## src/rtl/axil_pkg.sv

```systemverilog
// Shared AXI-Lite constants and the read-FSM state type for the register file slice.
package axil_pkg;

    localparam int unsigned DATA_W = 32;
    localparam int unsigned STRB_W = 4;

    localparam logic [1:0] RESP_OKAY   = 2'b00;
    localparam logic [1:0] RESP_SLVERR = 2'b10;

    // One-hot encoding leaves 2'b00/2'b11 as detectable illegal states.
    typedef enum logic [1:0] {
        R_IDLE = 2'b01,
        R_DATA = 2'b10
    } rstate_e;

endpackage

```

## src/rtl/axil_read_ctrl.sv

```systemverilog
// AXI-Lite read-channel FSM: registered arready/rvalid plus a load strobe for the read data register.
module axil_read_ctrl
    import axil_pkg::*;
(
    input  logic clk,
    input  logic aresetn,
    input  logic arvalid,
    input  logic rready,
    output logic arready,
    output logic rvalid,
    output logic load
);

    rstate_e state;
    rstate_e state_next;
    logic    arready_d;
    logic    rvalid_d;

    always_ff @(posedge clk) begin
        if (!aresetn) begin
            state   <= R_IDLE;
            arready <= 1'b0;
            rvalid  <= 1'b0;
        end else begin
            state   <= state_next;
            arready <= arready_d;
            rvalid  <= rvalid_d;
        end
    end

    // Outputs are the registered image of the next state; illegal states recover with both low.
    always_comb begin
        state_next = state;
        arready_d  = 1'b0;
        rvalid_d   = 1'b0;
        load       = 1'b0;
        case (state)
            R_IDLE: begin
                if (arvalid && arready) begin
                    load       = 1'b1;
                    state_next = R_DATA;
                    rvalid_d   = 1'b1;
                end else begin
                    arready_d  = 1'b1;
                end
            end
            R_DATA: begin
                if (rready) begin
                    state_next = R_IDLE;
                    arready_d  = 1'b1;
                end else begin
                    rvalid_d   = 1'b1;
                end
            end
            default: begin
                state_next = R_IDLE;
            end
        endcase
    end

endmodule

```

## src/rtl/axil_reg_file.sv

```systemverilog
// AXI-Lite register file: byte-strobed write path from held AW/W data, read path via axil_read_ctrl.
// Define REG_FILE_SLVERR_EN to answer out-of-range reads with SLVERR instead of OKAY.
module axil_reg_file
    import axil_pkg::*;
#(
    parameter int unsigned NUM_REGS = 8,
    parameter int unsigned ADDR_W   = 5
) (
    input  logic                         clk,
    input  logic                         aresetn,
    input  logic                         awvalid,
    input  logic                         awready,
    input  logic [ADDR_W-1:0]            awaddr,
    input  logic [DATA_W-1:0]            wdata,
    input  logic [STRB_W-1:0]            wstrb,
    input  logic                         reg_file_wr_en,
    input  logic                         arvalid,
    output logic                         arready,
    input  logic [ADDR_W-1:0]            araddr,
    output logic                         rvalid,
    input  logic                         rready,
    output logic [DATA_W-1:0]            rdata,
    output logic [1:0]                   rresp,
    output logic [NUM_REGS*DATA_W-1:0]   regs_q
);

    localparam int unsigned IDX_W = ADDR_W - 2;

`ifdef REG_FILE_SLVERR_EN
    localparam logic [1:0] OOR_RESP = RESP_SLVERR;
`else
    localparam logic [1:0] OOR_RESP = RESP_OKAY;
`endif

    logic [DATA_W-1:0] regs [NUM_REGS];
    logic [IDX_W-1:0]  held_idx;
    logic [DATA_W-1:0] held_data;
    logic [STRB_W-1:0] held_strb;
    logic [IDX_W-1:0]  ar_idx;
    logic [DATA_W-1:0] rd_word;
    logic              rd_hit;
    logic              load;
    logic              unused_ok;

    // Byte-offset address bits carry no information for word registers.
    assign unused_ok = &{1'b0, awaddr[1:0], araddr[1:0]};
    assign ar_idx    = araddr[ADDR_W-1:2];

    always_ff @(posedge clk) begin
        if (!aresetn) begin
            held_idx  <= '0;
            held_data <= '0;
            held_strb <= '0;
            for (int unsigned i = 0; i < NUM_REGS; i++) begin
                regs[i] <= '0;
            end
        end else begin
            if (awvalid && awready) begin
                held_idx  <= awaddr[ADDR_W-1:2];
                held_data <= wdata;
                held_strb <= wstrb;
            end
            // An index with no matching register simply writes nothing.
            if (reg_file_wr_en) begin
                for (int unsigned i = 0; i < NUM_REGS; i++) begin
                    if (32'(held_idx) == i) begin
                        for (int unsigned b = 0; b < STRB_W; b++) begin
                            if (held_strb[b]) begin
                                regs[i][8*b +: 8] <= held_data[8*b +: 8];
                            end
                        end
                    end
                end
            end
        end
    end

    always_comb begin
        rd_word = '0;
        rd_hit  = 1'b0;
        for (int unsigned i = 0; i < NUM_REGS; i++) begin
            if (32'(ar_idx) == i) begin
                rd_word = regs[i];
                rd_hit  = 1'b1;
            end
        end
    end

    always_ff @(posedge clk) begin
        if (!aresetn) begin
            rdata <= '0;
            rresp <= RESP_OKAY;
        end else if (load) begin
            rdata <= rd_word;
            rresp <= rd_hit ? RESP_OKAY : OOR_RESP;
        end
    end

    for (genvar g = 0; g < NUM_REGS; g++) begin : g_flat
        assign regs_q[g*DATA_W +: DATA_W] = regs[g];
    end

    axil_read_ctrl u_read_ctrl (
        .clk     (clk),
        .aresetn (aresetn),
        .arvalid (arvalid),
        .rready  (rready),
        .arready (arready),
        .rvalid  (rvalid),
        .load    (load)
    );

endmodule
```

## config.mk

```make
export PLATFORM = sky130hd
export DESIGN_NAME = axil_reg_file
export DESIGN_NICKNAME = d
export VERILOG_FILES = /design/src/rtl/axil_pkg.sv /design/src/rtl/axil_read_ctrl.sv /design/src/rtl/axil_reg_file.sv
export SDC_FILE = /design/constraint.sdc
export NUM_CORES = 1
export LEC_CHECK = 0
export ABC_AREA = 1
export CAP_MARGIN = 20
export CORE_ASPECT_RATIO = 0.7
export CORE_MARGIN = 2
export CORE_UTILIZATION = 51
export CTS_BUF_LIST = sky130_fd_sc_hd__clkbuf_4 sky130_fd_sc_hd__clkbuf_8
export CTS_CLUSTER_DIAMETER = 150
export CTS_CLUSTER_SIZE = 25
export DETAILED_ROUTE_END_ITERATION = 10
export PLACE_DENSITY = 0.82
export SETUP_SLACK_MARGIN = 0.1
export SLEW_MARGIN = 20
export SYNTH_ARGS = -nofsm -noshare
export SYNTH_HDL_FRONTEND = slang
export SYNTH_SLANG_ARGS = --single-unit
```

## constraint.sdc

```tcl
create_clock -name clk -period 2.14 [get_ports clk]
set_input_delay 0.535 -clock clk [delete_from_list [all_inputs] [get_ports clk]]
set_output_delay 0.535 -clock clk [all_outputs]
set_load 0.005 [all_outputs]
```

## Yosys cells after proc, flatten, opt, wreduce, memory -nomap -nowiden

Memory sizes are Yosys's and may differ from the RTL's.
Cells that the tools add are included.

- Flip-flop bits (word level): 75
- Memory bits (writable): 256
- Bits of input ports: 53
- Logic and storage cells: 246
- Memories kept: 1

- Equal/unequal tests: 18
- Mux-type cells: 183
- Bitwise logic cells: 32
- Reductions and logical operators: 5

Memories:

| memory | words | bits a word | read ports | clocked after memory_dff | write ports | RTL line | source |
|---|---|---|---|---|---|---|---|
| regs | 8 | 32 | 8 | 0 | 8 | axil_reg_file.sv:35 | `logic [DATA_W-1:0] regs [NUM_REGS];` |

Operators by type and width:

| cell | number |
|---|---|
| 2-to-1 mux 32 bit | 8 |
| 2-to-1 mux 8 bit | 32 |
| 2-to-1 mux 1 bit | 138 |
| bitwise OR 1 bit | 32 |
| equality test 3 bit, second input constant | 8 |
| equality test 3 x 2 -> 1 bit, second input constant | 4 |
| equality test 3 x 1 -> 1 bit, second input constant | 2 |
| zero test 3 bit | 2 |
| 2-to-1 mux 2 bit | 2 |
| one-hot mux 1 bit (2 select lines) | 2 |
| one-hot mux 2 bit (2 select lines) | 1 |
| equality test 2 x 1 -> 1 bit, second input constant | 1 |
| equality test 2 bit, second input constant | 1 |
| logical AND 1 bit | 2 |
| != test 2 x 1 -> 1 bit, second input constant | 1 |
| != test 2 bit, second input constant | 1 |
| AND reduction 2 bit | 1 |

## Logic depth before layout (Yosys ltp)

- Word-level depth: 9
- Gate-level depth with buffers: 10
- Gate-level depth less buffers: 9

## Modules after synthesis

A second synthesis with hierarchy kept.

- Cell total of the unflattened synthesis: 1430
- Area total of the unflattened synthesis: 13964.6 um^2

By module, submodules not included:

| module | times used | cells an instance | area an instance (um^2) |
|---|---|---|---|
| axil_reg_file | 1 | 1400 | 13711.9 |
| axil_read_ctrl | 1 | 30 | 252.7 |

## Worst setup path before layout

OpenSTA, ideal clock, no wires.

- Kind: register to register
- Start point: register held_idx[2]
- End point: memory regs[4][10] (netlist: regs[1][10]) (enable)
- Arrival time: 1.512 ns
- Slack: 0.244 ns
- Stages on the path, launching flop included: 6
- Cell sequence: dfxtp_1 > buf_2 > inv_1 > nor3_1 > inv_1 > o21ai_0

RTL lines:

| item | RTL line | source |
|---|---|---|
| start: declaration | axil_reg_file.sv:36 | `logic [IDX_W-1:0] held_idx;` |
| start signal: assignment | axil_reg_file.sv:59 | `held_idx <= awaddr[ADDR_W-1:2];` |
| end: declaration | axil_reg_file.sv:35 |  |

==> impl_metrics.toml <==
[outcome]
status = "finished, final reports clean"

[job]
cap_viol_max_count = 0

[timing]
worst_slew_pin_slew_ns = 0.561
rsz0062_at_grt = "true"
fin_skew_ns = 0.0299
finalSetupViolCount = 0
period_needed_ns = 2.06
slew_violations = 0
fmax_mhz = 484
min_period_over_period = 0.965
hold_viol = 0
setup_tns_ns = 0
slew_headroom = 0.625

[critical_path]
worst-path-stages = 1
crit_type = "flop to primary output"
startpoint_type = "flop"
r2r-end = "regs[0][105]"
cp-endpoint = "regs_q[128]"
crit_arrival_ns = 1.53
r2r_slack_ns = 0.36
critical_path_buf_inv_count = 1
path_max_fanout = 2
r2r-start = "held_idx[0]"
slowest_stage = "clkdlybuf4s50_1"
required_ns = 1.60
r2r_cells = 6
critical_path.startpoint = "regs[1][0]"
endpoint_kind = "primary output"
cp_cell_sequence = "clkdlybuf4s50_1"
crit_family = "buffers and inverters"
max_stage_delay_ns = 0.53

[clock_tree]
cts_buffers = 17
cts_tree = "done"
clk_pin_slew_worst_paths_ns = 0.15
holdBufCountCts = 0
htreeDepth = 1
cts.sinks = 331
cts_buffer_depth = 3
clock_latency_ns = 0.57
cts_root_buffer = "clkbuf_8"

[yosys]
yosys.area.top_type = "edfxtp_1"
avgSynthCellArea_um2 = 9.78
syn_area_um2 = 13900
yosys.cell_types.count = 22
yosys-top-cells-count = "288 x nor2_1, 256 x edfxtp_1, 225 x nand2_1, 149 x inv_1, 125 x a21oi_1"
ys_seq_area_frac = 0.661
synth.area.top_cells = "edfxtp_1 55%, dfxtp_1 11%, nor2_1 7.8%, nand2_1 6.1%, a21oi_1 4.5%"
yosys_warnings = 0
yosysMostFrequentCell = "nor2_1"
synth_top_area_frac = 0.553
synth-seq-cells = 331
synth_cells = 1422
synthArstFlopShare = 0
synthFlopType = "edfxtp_1"
synth-edff-count = 256

[routing]
drt_iter0_markers = 2209
drt_pass1_iterations = 6
vias = 13300
wirelength_um = 52100
vias_per_cell = 5.75
wl_per_cell_um = 22.6
drc = 0
antenna_left = 0

[cells_and_area]
diodes = 0
nets = 1987
fin_area_um2 = 19900
drive_above_1_share = 0.141
final_core_util = 0.743
area_growth_pct = 43.0

[pwr]
p_leak_nw = 9.30
power_density_nw_per_um2 = 634
irDropWorstVdd_uv = 605
p_total_mw = 12.6

[placement]
gp_congestion = 1.04
dpl.hpwl_um = 38900
numPortBuffers = 338
place_area_um2 = 18600

[die]
fp.dieArea_um2 = 28600
die_y_um = 142
die_x_um = 201
core_region_area_um2 = 26800
initial_core_util = 0.519
fp-row-count = 50
pin_count = 345

[grt]
grt_pass1_wl_um = 72300
grt_max_degree = 55
antenna_found_initial = 1
grt_overflow = 0
gr-usage-all-layers = 0.339
grt_pass1_vias = 11800

[worst_hold_path]
timing.hold.worst.class = "input port to flop"
-- area by class of cell --
type | instances | area, um^2
inverter | 160 | 604
sequential | 331 | 9200
timing repair buffer | 559 | 5440
tap | 364 | 455
clock buffer | 28 | 317
multi-input combinational | 863 | 3850
fill | 1902 | 6890
clock inverter | 1 | 20.0
-- cells by family after synthesis --
family	Yosys count	synth area share
AND/OR/NAND/NOR	667	0.204
buffers and inverters	229	0.0635
other	1	0.000270
flip-flops	331	0.661
AO/OA/AOI/OAI	192	0.0697
adder cells (fa/ha/maj)	2	0.00180
-- sequential cells by signal (all words and copies together), names as in the netlist --
signal and count:
regs 256, held_data 32, rdata 32, held_strb 4
held_idx 3, u_read_ctrl.state 2, u_read_ctrl.arready 1, u_read_ctrl.rvalid 1
-- metal layers --
layer	track usage	vias to the layer above	share of wire
met5	0	-	0.00029
met4	0.0580	2	0.022
met3	0.0939	102	0.16
met2	0.485	1106	0.42
met1	0.520	6260	0.40
li1	-	5786	-
-- placed cells by master, fill, tap and decap left out, types with 58 or more instances in the layout --
cell,n
nor2_1,288
edfxtp_1,256
nand2_1,224
buf_4,202
inv_1,148
clkdlybuf4s50_1,147
a21oi_1,125
dlymetal6s2s_1,102
dlygate4sd2_1,88
nand4_1,87
o21ai_0,64
dfxtp_1,63
nand3_1,58
-- worst reg2reg max path: stages (launching register included) --
cell	delay, ns
dfxtp_1	0.42
inv_1	0.11
nor3_1	0.29
inv_1	0.12
nor2_1	0.12
clkinv_1	0.08
nand2_1	0.32
-- timing repair --
item | CTS | global route
endpoints found under the setup margin | 113 | 143
resized for setup | 92 | 112
buffers inserted | 38 | 65
-- where the power goes --
part / switching [mW] / internal [mW]
Clock: 1.99 / 0.974
Combinational: 1.17 / 0.957
Sequential: 0.248 / 7.27
Total: 3.41 / 9.21
-- how the worst min path moves through the flow --
stage	startpoint	to	slack, ns	cells after the start
final	aresetn	held_data[30]	0.37	3
after global routing	aresetn	held_data[30]	0.35	3
after CTS	aresetn	held_data[30]	0.35	3
after detailed placement	rdata[3]	rdata[3]	0.46	2
after global placement	u_read_ctrl.state[0]	u_read_ctrl.state[0]	0.45	2
after floorplan	u_read_ctrl.state[0]	u_read_ctrl.state[0]	0.44	2
-- through the flow --
step	hold WS, ns	setup slack [ns]	cells
3_5_place_dp	0.457	-0.417	2174
5_1_grt	0.354	0.0432	2306
2_1_floorplan	0.443	0.244	1423
6_report	0.366	0.0754	2306
4_1_cts	0.348	0.0162	2241
3_3_place_gp	0.453	-0.264	2174
(Power assumes the default switching activity.)
